### src/rtl/fir_out_pio_pkg.sv
// -----------------------------------------------------------------------------
// fir_out_pio_pkg
// Shared definitions for the multi-channel FIR output PIO.
//   - Offsets of the CTRL/STATUS registers relative to the channel count
//   - Bit positions inside CTRL and STATUS
//   - Width of the commit counter
//   - State encoding of the output-frame control
// -----------------------------------------------------------------------------
package fir_out_pio_pkg;

   // CTRL sits at NUM_CH + CTRL_OFS and STATUS sits at NUM_CH + STATUS_OFS.
   localparam int CTRL_OFS         = 0;
   localparam int STATUS_OFS       = 1;

   localparam int CTRL_COMMIT_BIT  = 0;
   localparam int CTRL_CLR_OVF_BIT = 1;

   localparam int STATUS_VALID_BIT = 0;
   localparam int STATUS_OVF_BIT   = 1;
   localparam int STATUS_CNT_LSB   = 8;

   localparam int COMMIT_CNT_W     = 8;

   // IDLE: no frame waiting for the consumer; PENDING: out_valid is high.
   typedef enum logic {
      ST_IDLE    = 1'b0,
      ST_PENDING = 1'b1
   } ctrl_state_e;

endpackage : fir_out_pio_pkg

### src/rtl/fir_out_chan_reg.sv
// -----------------------------------------------------------------------------
// fir_out_chan_reg
// One output channel: a shadow register loaded by the bus and an output
// register that takes the shadow value when a commit occurs.
// Ports:
//   clk        - clock, rising edge
//   reset_n    - synchronous active-low reset, clears both registers
//   load_en    - load load_data into the shadow register
//   load_data  - new shadow value
//   commit_en  - copy the shadow register into the output register
//   shadow     - current shadow value (for bus read-back)
//   out_val    - committed output value
// -----------------------------------------------------------------------------
module fir_out_chan_reg
   import fir_out_pio_pkg::*;
#(
   parameter int DATA_W = 31
) (
   input  logic              clk,
   input  logic              reset_n,
   input  logic              load_en,
   input  logic [DATA_W-1:0] load_data,
   input  logic              commit_en,
   output logic [DATA_W-1:0] shadow,
   output logic [DATA_W-1:0] out_val
);

   logic [DATA_W-1:0] shadow_q, shadow_d;
   logic [DATA_W-1:0] out_q, out_d;

   // The commit copies shadow_q, the pre-edge value, so a shadow write landing
   // on the same edge as a commit only shows up in the following frame.
   always_comb begin
      shadow_d = shadow_q;
      out_d    = out_q;
      if (load_en) begin
         shadow_d = load_data;
      end
      if (commit_en) begin
         out_d = shadow_q;
      end
   end

   always_ff @(posedge clk) begin
      if (!reset_n) begin
         shadow_q <= '0;
         out_q    <= '0;
      end else begin
         shadow_q <= shadow_d;
         out_q    <= out_d;
      end
   end

   assign shadow  = shadow_q;
   assign out_val = out_q;

endmodule : fir_out_chan_reg

### src/rtl/fir_out_multi_pio.sv
// -----------------------------------------------------------------------------
// fir_out_multi_pio
// Avalon-MM slave that collects NUM_CH channel values in shadow registers and
// publishes them atomically as one frame on out_port when software commits.
// A valid/ready handshake tells the consumer a new frame is waiting; a sticky
// overflow flag records frames replaced before the consumer took them.
// Register map (word addresses):
//   0..NUM_CH-1 : channel shadows (R/W)
//   NUM_CH      : CTRL   (W) bit0 COMMIT, bit1 CLR_OVF; reads 0
//   NUM_CH+1    : STATUS (R) bit0 out_valid, bit1 ovf, bits[15:8] commit_cnt
//   others      : read 0, writes ignored
// Ports:
//   clk, reset_n                      - clock, synchronous active-low reset
//   address, chipselect, write_n,
//   writedata, readdata               - Avalon-MM slave, zero read latency
//   out_port                          - committed frame, channel k at [k*DATA_W +: DATA_W]
//   out_valid, out_ready              - frame handshake to the consumer
// The address space must hold the map: 2**ADDR_W >= NUM_CH + 2.
// -----------------------------------------------------------------------------
module fir_out_multi_pio
   import fir_out_pio_pkg::*;
#(
   parameter int NUM_CH = 3,
   parameter int DATA_W = 31,
   parameter int ADDR_W = 4
) (
   input  logic                     clk,
   input  logic                     reset_n,
   input  logic [ADDR_W-1:0]        address,
   input  logic                     chipselect,
   input  logic                     write_n,
   input  logic [31:0]              writedata,
   output logic [31:0]              readdata,
   output logic [NUM_CH*DATA_W-1:0] out_port,
   output logic                     out_valid,
   input  logic                     out_ready
);

   localparam int CTRL_ADDR   = NUM_CH + CTRL_OFS;
   localparam int STATUS_ADDR = NUM_CH + STATUS_OFS;

   logic wr_en;
   logic ctrl_wr;
   logic commit;
   logic clr_ovf;
   logic unused_wdata;

   assign wr_en   = chipselect && !write_n;
   assign ctrl_wr = wr_en && (address == ADDR_W'(CTRL_ADDR));
   assign commit  = ctrl_wr && writedata[CTRL_COMMIT_BIT];
   assign clr_ovf = ctrl_wr && writedata[CTRL_CLR_OVF_BIT];

   // Upper write-data bits beyond the channel width carry no meaning.
   assign unused_wdata = ^writedata;

   logic [DATA_W-1:0] shadow_val [NUM_CH];

   for (genvar k = 0; k < NUM_CH; k++) begin : g_ch
      logic load_en;
      assign load_en = wr_en && (address == ADDR_W'(k));

      fir_out_chan_reg #(
         .DATA_W (DATA_W)
      ) u_chan (
         .clk       (clk),
         .reset_n   (reset_n),
         .load_en   (load_en),
         .load_data (writedata[DATA_W-1:0]),
         .commit_en (commit),
         .shadow    (shadow_val[k]),
         .out_val   (out_port[k*DATA_W +: DATA_W])
      );
   end

   ctrl_state_e             state_q, state_d;
   logic                    ovf_q, ovf_d;
   logic [COMMIT_CNT_W-1:0] cnt_q, cnt_d;

   // A commit always leaves a frame pending, even if the consumer takes the
   // previous one on the same edge. Overflow is only a commit that replaces a
   // frame nobody accepted; it is applied after CLR_OVF so it wins.
   always_comb begin
      state_d = state_q;
      ovf_d   = ovf_q;
      cnt_d   = cnt_q;
      if (commit) begin
         state_d = ST_PENDING;
         cnt_d   = cnt_q + COMMIT_CNT_W'(1);
      end else if ((state_q == ST_PENDING) && out_ready) begin
         state_d = ST_IDLE;
      end
      if (clr_ovf) begin
         ovf_d = 1'b0;
      end
      if (commit && (state_q == ST_PENDING) && !out_ready) begin
         ovf_d = 1'b1;
      end
   end

   always_ff @(posedge clk) begin
      if (!reset_n) begin
         state_q <= ST_IDLE;
         ovf_q   <= 1'b0;
         cnt_q   <= '0;
      end else begin
         state_q <= state_d;
         ovf_q   <= ovf_d;
         cnt_q   <= cnt_d;
      end
   end

   assign out_valid = (state_q == ST_PENDING);

   always_comb begin
      readdata = '0;
      for (int k = 0; k < NUM_CH; k++) begin
         if (address == ADDR_W'(k)) begin
            readdata = 32'(shadow_val[k]);
         end
      end
      if (address == ADDR_W'(STATUS_ADDR)) begin
         readdata[STATUS_VALID_BIT]                   = out_valid;
         readdata[STATUS_OVF_BIT]                     = ovf_q;
         readdata[STATUS_CNT_LSB +: COMMIT_CNT_W]     = cnt_q;
      end
   end

endmodule : fir_out_multi_pio
### config.mk
export PLATFORM = sky130hd
export DESIGN_NAME = fir_out_multi_pio
export DESIGN_NICKNAME = d
export VERILOG_FILES = /design/src/rtl/fir_out_pio_pkg.sv /design/src/rtl/fir_out_chan_reg.sv /design/src/rtl/fir_out_multi_pio.sv
export SDC_FILE = /design/constraint.sdc
export NUM_CORES = 1
export LEC_CHECK = 0
export BUFFER_PORTS_ARGS = -buffer_cell sky130_fd_sc_hd__clkbuf_2
export CAP_MARGIN = 20
export CORE_ASPECT_RATIO = 2
export CORE_UTILIZATION = 30
export CTS_CLUSTER_DIAMETER = 40
export DETAILED_ROUTE_END_ITERATION = 10
export PLACE_DENSITY_LB_ADDON = 0.12
export SKIP_CTS_REPAIR_TIMING = 1
export SLEW_MARGIN = 10
export SYNTH_ARGS = -nofsm -noshare
export SYNTH_HDL_FRONTEND = slang
export SYNTH_SLANG_ARGS = --single-unit
export TNS_END_PERCENT = 20
### constraint.sdc
create_clock -name clk -period 2.35 [get_ports clk]
set_input_delay 0.47 -clock clk [delete_from_list [all_inputs] [get_ports clk]]
set_output_delay 0.47 -clock clk [all_outputs]
set_load 0.02 [all_outputs]
# == After elaboration in Yosys (flattened, before gate mapping) ==
# Index checks and enable logic that the tools add are counted.
# totals
out_inout_bits,126
register_bits,196
# classes
eq_ne,4
n_reduce_logical,15
add_sub_neg,1
n_mux,9
# ops
operator,n
$mux W32,2
$mux W31,1
$logic_and A1 B1 Y1,10
$add A8 B1 Y8 const B,1
$eq A4 B2 Y1 const B,2
$mux W8,1
$eq A4 B1 Y1 const B,1
$eq A4 B3 Y1 const B,1
$logic_not A4 Y1,1
$mux W1,4
$reduce_bool A2 Y1,2
$logic_not A1 Y1,2
$mux W2,1

# == Logic depth before layout (Yosys ltp) ==
# Gate-level depths: netlist of run 1.
# logic_depth
depth_word,7
depth_mapped,8
mapped_depth_nobuf,4

# == Hierarchy ==
# Synthesis of run 1 repeated with hierarchy kept, for this count alone.
# unflattened
cells_unflattened,784
area_unflattened_um2,8565.7
# by_module_without_submodules
mod,area_per_inst_um2,cells_per_inst,n_inst
fir_out_chan_reg,2414.8,200,3
fir_out_multi_pio,1321.3,184,1

# == Least setup slack after synthesis of run 1 ==
# Ideal clock, no wire load.
# synth_path
path_kind,input to output
start,in address[1]
end,out readdata[0]
setup_slack_ns,0.042
path_stages,5
arrival_ns,1.838
path_buffers,2
cell_sequence,clkbuf_1 nand2b_1 clkbuf_1 o22ai_1 a221oi_1
# synth_between
elab_chain_cells,5
elab_cells_between_ends,8
cone_classes,3 x eq/ne; 4 x mux; 1 x reduce/logical
# synth_lines
item,line,text
start: declaration,fir_out_multi_pio.sv:29,"input logic [ADDR_W-1:0] address,"
$logic_not A4 Y1,fir_out_multi_pio.sv:117,if (address == ADDR_W'(k)) begin
$mux W31,fir_out_multi_pio.sv:117,
$mux W32 (2 in a row),fir_out_multi_pio.sv:117,
$mux W2 (*),fir_out_multi_pio.sv:121,if (address == ADDR_W'(STATUS_ADDR)) begin
end: declaration,fir_out_multi_pio.sv:33,"output logic [31:0] readdata,"
# Mark *: on every way between the ends. The rest lies on a longest branch, timed or not.

# == Worst setup path in the final report of run 1 ==
# layout_path
start,in address[1]
end,out readdata[18]
# layout_between
elab_chain_cells,4
elab_cells_between_ends,6
cone_classes,2 x eq/ne; 3 x mux; 1 x reduce/logical
# layout_lines
item,line
$logic_not A4 Y1,fir_out_multi_pio.sv:117
$mux W31,fir_out_multi_pio.sv:117
$mux W32,fir_out_multi_pio.sv:117
$mux W32 (*),fir_out_multi_pio.sv:117
# Marks and branches as above.

==> results of run 1 <==
-- metrics by stage --
step,hold slack [ns],setup TNS [ns],power [W],cell area [sq um]
final,0.269,0,0.00698,10300
after global routing,0.256,-0.0784,0.00723,10300
after CTS,0.246,-0.115,0.00703,10200
after detailed placement,0.466,-0.109,0.00391,9580
after global placement,0.462,-0.0914,0.00391,9580
after floorplan,0.443,0,0.00366,8230
-- worst max-delay path, cell delays in order --
cell and delay (ns):
sky130_fd_sc_hd__clkbuf_2 0.12, sky130_fd_sc_hd__buf_12 0.16, sky130_fd_sc_hd__nor4_2 0.32, sky130_fd_sc_hd__buf_4 0.32
sky130_fd_sc_hd__a222oi_1 0.16, sky130_fd_sc_hd__inv_1 0.09, sky130_fd_sc_hd__clkbuf_2 0.17
-- report_power, final --
group | switching [W] | internal [W]
Clock | 0.00137 | 0.00176
Combinational | 0.000360 | 0.000139
Sequential | 0.0000126 | 0.00333
Total | 0.00175 | 0.00523
-- synthesized netlist by cell type, drive strengths merged (10+ instances only) --
library cell,n
o21ai,200
dfxtp,196
a21oi,194
nand3,192
clkbuf,103
a222oi,21
inv,21
buf,19
a21o,10
a221oi,10
nand3b,10
o22ai,10
-- placed cells by master, fill, tap and decap left out, types with 3 or more instances in the layout --
cell type,Yosys,routed
sky130_fd_sc_hd__clkbuf_2,0,163
sky130_fd_sc_hd__dfxtp_1,196,196
sky130_fd_sc_hd__clkbuf_8,0,3
sky130_fd_sc_hd__clkinvlp_4,0,4
sky130_fd_sc_hd__nand2b_1,6,3
sky130_fd_sc_hd__bufinv_16,0,3
sky130_fd_sc_hd__clkbuf_16,0,17
sky130_fd_sc_hd__nand3b_1,10,10
sky130_fd_sc_hd__clkinv_4,0,3
sky130_fd_sc_hd__nand4_1,3,3
sky130_fd_sc_hd__a21oi_1,194,194
sky130_fd_sc_hd__o31ai_1,3,3
sky130_fd_sc_hd__a221oi_1,10,8
sky130_fd_sc_hd__nand2_1,3,3
sky130_fd_sc_hd__o21ai_0,200,200
sky130_fd_sc_hd__nand2b_2,0,3
sky130_fd_sc_hd__or4_1,3,3
sky130_fd_sc_hd__o22ai_1,10,10
sky130_fd_sc_hd__inv_1,21,21
sky130_fd_sc_hd__a21o_1,10,10
sky130_fd_sc_hd__buf_4,1,47
sky130_fd_sc_hd__nand3_1,192,191
sky130_fd_sc_hd__a222oi_1,21,21
sky130_fd_sc_hd__buf_12,0,9
-- sequential cells by signal, summed over array words and instances (netlist names) --
register             cells
g_ch.u_chan.out_val     93
ovf_q                    1
g_ch.u_chan.shadow      93
out_valid                1
cnt_q                    8
-- layout make-up --
type / instances / share of cell area, %
sequential: 196 / 38.3
clock inverter: 11 / 1.48
inverter: 23 / 0.891
multi-input combinational: 685 / 37.1
tap: 348 / 4.25
clock buffer: 21 / 4.59
timing repair buffer: 222 / 13.4
-- routing by layer --
metal  vias to the layer above  track usage, %  part of all wire (%)
met5                         -               0                 0.023
met4                         2            16.3                   6.3
li1                       3999               -                     -
met3                        66            4.23                   4.1
met1                      4101            25.2                    36
met2                       263            43.9                    54
-- cells by family (layout without fill, tap and decap cells) --
| logic type | Yosys count | in the layout | share of synthesized area (%) |
|---|---|---|---|
| fa+ha+maj | 1 | 1 | 0.152 |
| mux | 2 | 2 | 0.243 |
| flops | 196 | 196 | 47.7 |
| buf+inv | 145 | 277 | 7.21 |
| simple gates | 233 | 233 | 15.1 |
| other cells | 1 | 1 | 0.0456 |
| compound gates | 448 | 448 | 29.5 |
-- path summary, 6_finish.rpt --
| path | to | slack [ns] |
|---|---|---|
| worst min register to register | ovf_q | 0.48 |
| worst max register to register | cnt_q[6] | 0.67 |
| worst min-delay path | g_ch[0].u_chan.shadow[15] | 0.27 |
| worst max-delay path | readdata[18] | 0.05 |
==> flow_results.org, run 1 <==
** Status
- The flow ran to the end, and the final reports show no timing, DRC or antenna violations.

** Global routing
- First-pass GRT wire length :: 50400 microns
- Global route overflow :: 0
- Number of global-route vias before repair :: between 8k and 9k
- The initial antenna violation count is 1.
- Global routing used 24.3% of the available tracks across all layers.
- Entering global routing, the biggest net connects 72 pins.

** Synthesis
- Post-synthesis sequential area ratio :: a little under half
- Main flop type after synthesis :: sky130_fd_sc_hd__dfxtp_1
- In the synthesized netlist the async set-or-reset flop fraction comes to 0%.
- In this run, synthesis inferred 0 flip-flops with an integrated enable.
- Cell variety after synth :: 34
- Average cell area after synthesis :: 8.02 sq um
- Flip-flop and latch count after synthesis :: 196
- Syn Inst Count :: 1026
- Yosys printed 0 warnings.
- The cell area that synthesis handed to floorplanning was 8230 sq um.
- By area the synthesized netlist is led by sky130_fd_sc_hd__dfxtp_1, sky130_fd_sc_hd__o21ai_0, sky130_fd_sc_hd__a21oi_1, sky130_fd_sc_hd__nand3_1, sky130_fd_sc_hd__clkbuf_1.
- Top-area cell type share of the netlist area :: 47.7%
- Syn Nets :: 1068
- Post-synthesis cell type with the largest combined area :: sky130_fd_sc_hd__dfxtp_1

** Clock tree
- Clock tree root driver cell :: sky130_fd_sc_hd__clkbuf_16
- TritonCTS built the clock tree.
- Longest Clk Path Bufs :: 2
- Number of clock buffers inserted by TritonCTS :: 17
- For the worst-skew pair, the clock arrives at the later sink with an insertion delay of 0.46 ns.
- In this run the number of H-tree levels came out at 4.
- Reg clk slew, reported paths :: 0.08 ns
- Sink count of the clock tree :: 196

** Place
- Buffers placed on the I/O ports in this run total 164.
- Routability-driven placement finished with a final weighted congestion of between 0.8 and 0.9.
- Summed over all nets, the half-perimeter wirelength after detailed placement is 23700 microns.
- Placed insts :: roughly 1.5k
- Before CTS, the worst setup slack after placement is -0.0800 ns.

** Setup path
- The worst register-to-register path has a depth of 4.
- Classification of the worst setup path :: input pin to primary output
- Launch point of the critical path :: address[1]
- The worst setup path is captured at a primary output.
- For the worst setup path, the data arrival time is 1.83 ns.
- Max Fanout on Critical Path :: 24
- STA puts the critical path data required time at ~1.9 ns.
- The startpoint identified for the worst register-to-register timing path is cnt_q[0].
- STA classifies the critical path startpoint as an input pin.

** Die
- Width of the die :: between 100 and 150 microns
- The initial utilization of the core area, before any placement, comes to 30.6%.
- 167 I/O pins were placed.
- In this run the vertical extent of the chip is around 240 microns.
- After floorplanning, the core was divided into 85 placement rows.
- In this run the standard cell core region covers 26900 sq um.
- Die outline area :: 28100 sq um

** STA
- Setup violators final :: 0
- The worst pin sits at a relative slew slack of 51.5%.
- Period minus WS final :: 2.30 ns
- Number of max-slew violations in the final report :: 0
- Derived from the worst setup path, the maximum achievable clock frequency is 435 MHz.
- At the pin with the least slew margin, the transition time is 0.728 ns.
- Final worst setup slack :: 0.0491 ns
- The number of endpoints with negative hold slack in the final report came to 0.
- On the final layout, the worst clock skew is roughly 0.0078 ns.
- RSZ-0062 raised after global routing :: true
- In the finished design, the share of the clock period the worst path needs comes to 97.9%.

** Finish
- Filler cell count :: 2873
- Area taken by multi-input logic gates :: 3800 sq um
- After the flow finishes, the layout carries non-filler instances totaling 1506.
- From synthesis to final layout, the design area changed by 24.6%.
- In the final layout, flip-flops and latches occupy 3920 sq um.
- Once layout is complete, the utilization of the core stands at 38.1%.
- The number of antenna diodes in the final layout is 0.
- Post-layout net count :: ~1.2k
- In the final layout, the share of cells above drive strength 1 is 23.4%.

** Power
- Dividing total power by cell area gives a power density of between 600 and 700 nW/um^2.
- Summed over all cells, the static leakage comes to 3.72 nW.
- Max VDD drop :: 0.479 mV

** Detailed routing
- Detailed Route Iter0 Violations :: 500
- Total Routed Length :: 34200 microns
- Number of optimization iterations in the first detailed-route pass :: 7
- After detailed routing, the average wire length per cell comes to 22.7 microns.
- Via count :: roughly 8.4k
- For this run, design rule violations remaining after detail routing come to 0.
- Once detail routing completed, the nets flagged for antenna violations numbered 0.
- In the routed layout, each cell is associated on average with a via count of 5.60.

** Hold path
- The startpoint identified for the worst hold timing path is writedata[15].
- Hold depth :: 3
- Worst min-delay path class :: input pin to register

** Flow run
- Max capacitance violation total :: 0
No activity file was read; power rests on OpenSTA's default activity.
==> run 2, diff against run 1 <==
Settings changed: CTS_BUF_LIST from default to sky130_fd_sc_hd__clkbuf_4 sky130_fd_sc_hd__clkbuf_8.
==> flow_results.org, run 2 (synthesis results as in run 1) <==
** Power
- Max VDD drop :: 0.384 mV
- In this run the power density over the cells is 623 nW/um^2.
- Summing internal, switching and leakage power gives 0.00628 W.
- In this run the static leakage power is 3.64 nW.

** Flow run
- Max capacitance violation total :: 0

** Finish
- The library cell used most frequently in the layout, excluding fill and tap cells, is sky130_fd_sc_hd__o21ai_0.
- In the final layout, the share of cells above drive strength 1 is a little under a quarter.
- Area taken by multi-input logic gates :: 3810 sq um
- Fill cells in the final layout number 2891.
- After the last flow step, the layout net total stands at roughly 1.2k.
- Sequential cell area :: 3930 sq um
- Once layout is done, the placed cells without fillers occupy ~10000 sq um.
- Commonest cells after routing, fill and taps aside :: sky130_fd_sc_hd__o21ai_0, sky130_fd_sc_hd__a21oi_1, sky130_fd_sc_hd__dfxtp_1, sky130_fd_sc_hd__nand3_1, sky130_fd_sc_hd__clkbuf_2
- Relative to the synthesized area, the layout overhead comes to 22.5%.

** STA
- Max_slew headroom :: 51.5%
- Period minus WS final :: 2.28 ns
- For the final database, setup skew stands at 0.0113 ns.
- Setup violations remaining at the end of the flow were counted as 0.
- Worst-case hold slack :: ~0.21 ns
- The max-slew violation count was 0.
- Transition time of the tightest slew-check pin :: 0.728 ns
- The number of endpoints with negative hold slack in the final report came to 0.
- Dividing the final minimum period by the clock period gives 97.1%.
- Setup repair after global routing could not meet its margin everywhere.
- Setup total negative slack on the finished layout was measured at 0 ns.
- Highest attainable clock frequency :: 438 MHz
- Final worst setup slack :: 0.0687 ns

** Global routing
- The total overflow left after global routing is 0.
- First-pass GRT wire length :: 50400 microns
- Tot GR Track Use :: between 20% and 30%
- The via count of the first global-routing pass is 8005.
- Entering global routing, the biggest net connects 72 pins.
- Antenna violations before repair :: 2

** Setup path
- Data arrival, critical path :: 1.81 ns
- Required @ worst endpoint :: 1.88 ns
- Classification of the worst setup path :: input pin to primary output
- STA classifies the critical path startpoint as an input pin.
- Setup slack on the worst reg-to-reg path comes out at 0.62 ns.
- In this run the worst path has a maximum fanout of 24.
- Launch point of the critical path :: address[1]
- Worst Setup End Kind :: primary output
- Measured in cells, the most critical reg-to-reg path has a length of 4.
- The startpoint identified for the worst register-to-register timing path is cnt_q[0].
- The critical path ends at readdata[5].
- Endpoint of the worst-slack reg-to-reg timing path :: cnt_q[6]

** Clock tree
- Counting along the longest clock path gives a buffer depth of 2.
- TritonCTS built the clock tree.
- Htree depth :: 4
- Sink count of the clock tree :: 196
- TritonCTS created 17 clock buffers.
- Reg clk slew, reported paths :: about 0.11 ns
- Later-pin clock latency in the skew report :: 0.51 ns
- Clock tree root driver cell :: sky130_fd_sc_hd__clkbuf_8

** Place
- Worst setup timing slack at the placement stage :: -0.0800 ns
- The congestion estimate from routability-driven global placement came to 0.851.
- Post-place instance area :: approximately 9600 sq um
- Port buffering added approximately 160 buffers.
- After legalization and detailed placement, the total HPWL measured around 24000 microns.

** Detailed routing
- Via density :: 5.59
- Post-DR wirelength/cell :: 22.8 microns
- The pre-antenna-repair detailed-routing pass consisted of 8 iterations.
- In this run the remaining antenna-violating nets after routing total 0.
- Number of design rule violations left after detail routing :: 0
- The routed layout has 8417 vias.
- The routed design has 34400 microns of wire.
- Detailed Route Iter0 Violations :: 596

** Die
- The initialized floorplan defines 85 standard-cell rows.
- Count of pins on the block boundary :: around 170
- Once the floorplan was initialized, standard cells occupied approximately 30% of the core.
- Die extent in y :: about 240 microns
- The die covers 28100 sq um.
- Width of the die :: around 120 microns
- Core Footprint :: between 20000 and 30000 sq um

** Status
- The run finished with clean final reports.

** Hold path
- Worst min-delay path class :: input pin to register
[run 2: changes by cell type in the layout (fill, tap and decap cells not counted), sizes merged]
cell    change
diode       +1
clkbuf      -2
buf         +2
[run 2: how the worst min path moves through the flow]
stage | startpoint | end | depth (start not counted)
finish | writedata[15] | g_ch[0].u_chan.shadow[15] | 3
global route | writedata[15] | g_ch[0].u_chan.shadow[15] | 3
CTS | writedata[15] | g_ch[0].u_chan.shadow[15] | 3
detailed placement | g_ch[2].u_chan.out_val[9] | g_ch[2].u_chan.out_val[9] | 2
global placement | g_ch[2].u_chan.out_val[9] | g_ch[2].u_chan.out_val[9] | 2
floorplan | cnt_q[7] | cnt_q[7] | 2
[run 2: metal layers]
metal | GRT usage [%] | wire length [microns]
met5 | 0 | 12
met4 | 15.2 | 2040
met3 | 4.04 | 1270
met2 | 44.5 | 18600
met1 | 25.1 | 12400
[run 2: report_power, final]
group | internal (W) | switching (W)
clock | 0.00115 | 0.00129
combinational | 0.000141 | 0.000362
sequential | 0.00333 | 0.0000126
total | 0.00462 | 0.00166
[run 2: through the flow]
step	utilization, %	cells
floorplan	-	1026
global placement	35.6	1474
detailed placement	35.6	1474
CTS	37.2	1506
global route	37.5	1507
finish	37.5	1507
[run 2: cell type report]
class	instances	area share (%)
Timing Repair Buffer	222	13.7
Tap cell	348	4.32
Clock buffer	21	2.80
Sequential cell	196	38.9
Inverter	23	0.906
Clock inverter	11	1.50
Multi-Input combinational cell	685	37.8
Antenna cell	1	0.0248
[run 2: worst max-delay path, cell delays in order]
cell and delay (ns):
sky130_fd_sc_hd__clkbuf_2 0.12, sky130_fd_sc_hd__buf_12 0.16, sky130_fd_sc_hd__nor4_2 0.36, sky130_fd_sc_hd__buf_4 0.23
sky130_fd_sc_hd__a222oi_1 0.10, sky130_fd_sc_hd__buf_4 0.15, sky130_fd_sc_hd__inv_1 0.04, sky130_fd_sc_hd__clkbuf_2 0.15
==> run 3, diff against run 2 <==
Settings changed: CTS_CLUSTER_SIZE from default to 25, MAX_ROUTING_LAYER from default to met4.
Clock period 2.35 ns to 1.9 ns, I/O delays scaled along.
==> flow_results.org, run 3 (synthesis results as in run 1) <==
** Status
- The flow ran to the end, but the final reports show violations.
- Violated checks :: setup timing

** Place
- Summed over all nets, the half-perimeter wirelength after detailed placement is 24500 microns.
- The placed instances occupy a cell area of about 10000 sq um.
- Buffers added on ports :: ~160
- At the end of routability-driven placement, the weighted congestion stood at 0.838.

** STA
- Setup violations remaining at the end of the flow were counted as 31.
- Derived from the worst setup path, the maximum achievable clock frequency is 491 MHz.
- The clock arrives with 0.0113 ns of skew.
- The max-slew violation count was 0.
- Setup repair after global routing could not meet its margin everywhere.
- The final critical path takes up 107% of the cycle.
- The number of endpoints with negative hold slack in the final report came to 0.
- In the final timing run, aggregate negative setup slack is -2.16 ns.
- Period minus WS final :: just over 2 ns
- Once routing completed, OpenROAD measured the worst setup slack at -0.138 ns.

** Power
- Power spread over the standard cell area amounts to 743 nW/um^2.
- Leak :: 3.95 nW
- The worst-case IR drop observed on VDD is 0.455 mV.

** Setup path
- Required @ worst endpoint :: between 1.5 and 2 ns
- The critical path is of the register to primary output type.
- Data arrival, critical path :: 1.66 ns
- The startpoint identified for the worst register-to-register timing path is cnt_q[0].
- Walking the worst path, the cells encountered are nand3b_1 > a21o_1 > a221oi_4 > buf_6.
- Max Fanout on Critical Path :: 3
- Kind of start point of the critical path :: register
- The worst setup path is captured at a primary output.
- The kind of cell with the highest combined delay along the critical path is compound AO/OA/AOI/OAI gates.
- In this design, the stage delay of the slowest critical-path cell is 0.38 ns.
- Slowest-stage cell, CP :: sky130_fd_sc_hd__dfxtp_4
- In this run the worst setup path terminates at readdata[12].
- Cell depth of the worst setup path :: 4
- The critical path starts at g_ch[1].u_chan.shadow[12].
- In this run the critical register-to-register path is captured at cnt_q[4].
- Critical path buffer and inverter count :: 1
- Slack of the worst reg-to-reg path :: 0.39 ns
- Counting cells, the worst reg-to-reg path comes to 4.

** Detailed routing
- After the first detailed-routing iteration, the DRC count stood at approximately 630.
- Number of design rule violations left after detail routing :: 0
- The routed design has 34600 microns of wire.
- Number of nets with antenna violations after routing :: 0
- Number of optimization iterations in the first detailed-route pass :: 7
- In the final routed layout, each cell accounts on average for between 20 and 25 microns.
- Detailed routing inserted a total of 8556 vias.
- Dividing the detail-routed via count by the number of cells gives 5.58.

** Finish
- After routing the design area is approximately 11000 sq um.
- Filler cell count :: 2883
- Area added between synthesis and finish :: 30.9%
- In the final design database the tool counted 1212 nets.
- The multi-input combinational cells in the finished layout cover a total of 3950 sq um.
- Of the cells placed in the final design, the portion with a size suffix greater than 1 is a little over a quarter.
- Commonest cells after routing, fill and taps aside :: sky130_fd_sc_hd__o21ai_0, sky130_fd_sc_hd__a21oi_1, sky130_fd_sc_hd__nand3_1, sky130_fd_sc_hd__dfxtp_1, sky130_fd_sc_hd__clkbuf_2
- Most common cell after layout, fill and taps aside :: sky130_fd_sc_hd__o21ai_0
- The sequential cells in the finished layout cover a total of between 3000 and 4000 sq um.

** Clock tree
- Htree depth :: 4
- Sink count of the clock tree :: 196
- Buffers inserted during clock tree synthesis total 17.
- Reg clk slew, reported paths :: 0.10 ns
- Longest Clk Path Bufs :: 2
- CTS tree :: done
- The later pin in the worst-skew pair is clocked with a latency of 0.51 ns.
- Clock tree synthesis selected as its root buffer the cell sky130_fd_sc_hd__clkbuf_8.

** Die
- The die is 119 microns wide.
- In this run the vertical extent of the chip is 236 microns.
- The die covers 28100 sq um.
- After floorplanning, the core was sized to cover 26900 sq um.
- Starting density of the core :: 30.6%
- Count of pins on the block boundary :: 167
- The initialized floorplan defines 85 standard-cell rows.

** Global routing
- Antenna violations before repair :: 2
- Number of global-route vias before repair :: 8218
- Entering global routing, the biggest net connects 84 pins.
- Global routing finished with a remaining overflow of 0.
- Tot GR Track Use :: 25.3%
- The first global-routing pass estimated 50900 microns of wire.

** Hold path
- Hold Startpoint :: writedata[24]
- Worst min-delay path class :: input pin to register

** Flow run
- Max capacitance violation total :: 0
## run 3: changes by cell type in the layout (fill, tap and decap cells not counted), sizes merged
cell	delta
buf	+46
clkinvlp	-1
inv	+2
diode	+1
bufinv	+2
clkbuf	-23
clkinv	-1
## run 3: worst min-delay path by stage
stage                                 endpoint  cells after the start
CTS                  g_ch[1].u_chan.shadow[24]                      3
floorplan                             cnt_q[7]                      2
global route         g_ch[0].u_chan.shadow[30]                      3
detailed placement  g_ch[1].u_chan.out_val[18]                      2
finish               g_ch[1].u_chan.shadow[24]                      3
global placement                      cnt_q[7]                      2
## run 3: worst register-to-register path, delay by kind of cell (launching register included)
family | cells | cell delay [ns]
AND/OR/NAND/NOR | 2 | 0.73
flip-flops | 1 | 0.42
adder cells (fa/ha/maj) | 1 | 0.17
AO/OA/AOI/OAI | 1 | 0.14
## run 3: report_power, final
| group | internal (W) | switching, W | leakage, nW |
|---|---|---|---|
| logic | 0.000242 | 0.000483 | 2.14 |
| clock network | 0.00159 | 0.00156 | 0.223 |
| registers | 0.00411 | 0.0000166 | 1.59 |
| total | 0.00595 | 0.00205 | 3.95 |
## run 3: cell type report
type                            count  share of cell area, %
Timing Repair Buffer              247                   17.3
Clock buffer                       19                   2.31
Antenna cell                        2                 0.0465
Inverter                           23                  0.894
Sequential cell                   196                   36.8
Tap cell                          348                   4.04
Clock inverter                     13                   1.90
Multi-Input combinational cell    685                   36.7
## run 3: per-layer routing
layer / track usage, % / up-vias / wire (microns)
met4: 11.8 / 0 / 1490
li1: - / 4039 / -
met3: 3.55 / 53 / 1310
met2: 47.7 / 274 / 19500
met1: 25.1 / 4190 / 12300
met5: - / - / 0
## run 3: stage by stage
| stage | setup slack (ns) | instances | power (W) | utilization [%] | hold WS (ns) |
|---|---|---|---|---|---|
| 2_1_floorplan | -0.0122 | 1026 | 0.00458 | - | 0.443 |
| 3_3_place_gp | -0.218 | 1496 | 0.00494 | 37.6 | 0.464 |
| 3_5_place_dp | -0.226 | 1496 | 0.00494 | 37.6 | 0.468 |
| 4_1_cts | -0.355 | 1528 | 0.00810 | 39.3 | 0.0899 |
| 5_1_grt | -0.185 | 1533 | 0.00830 | 40.0 | 0.114 |
| 6_report | -0.138 | 1533 | 0.00800 | 40.0 | 0.129 |
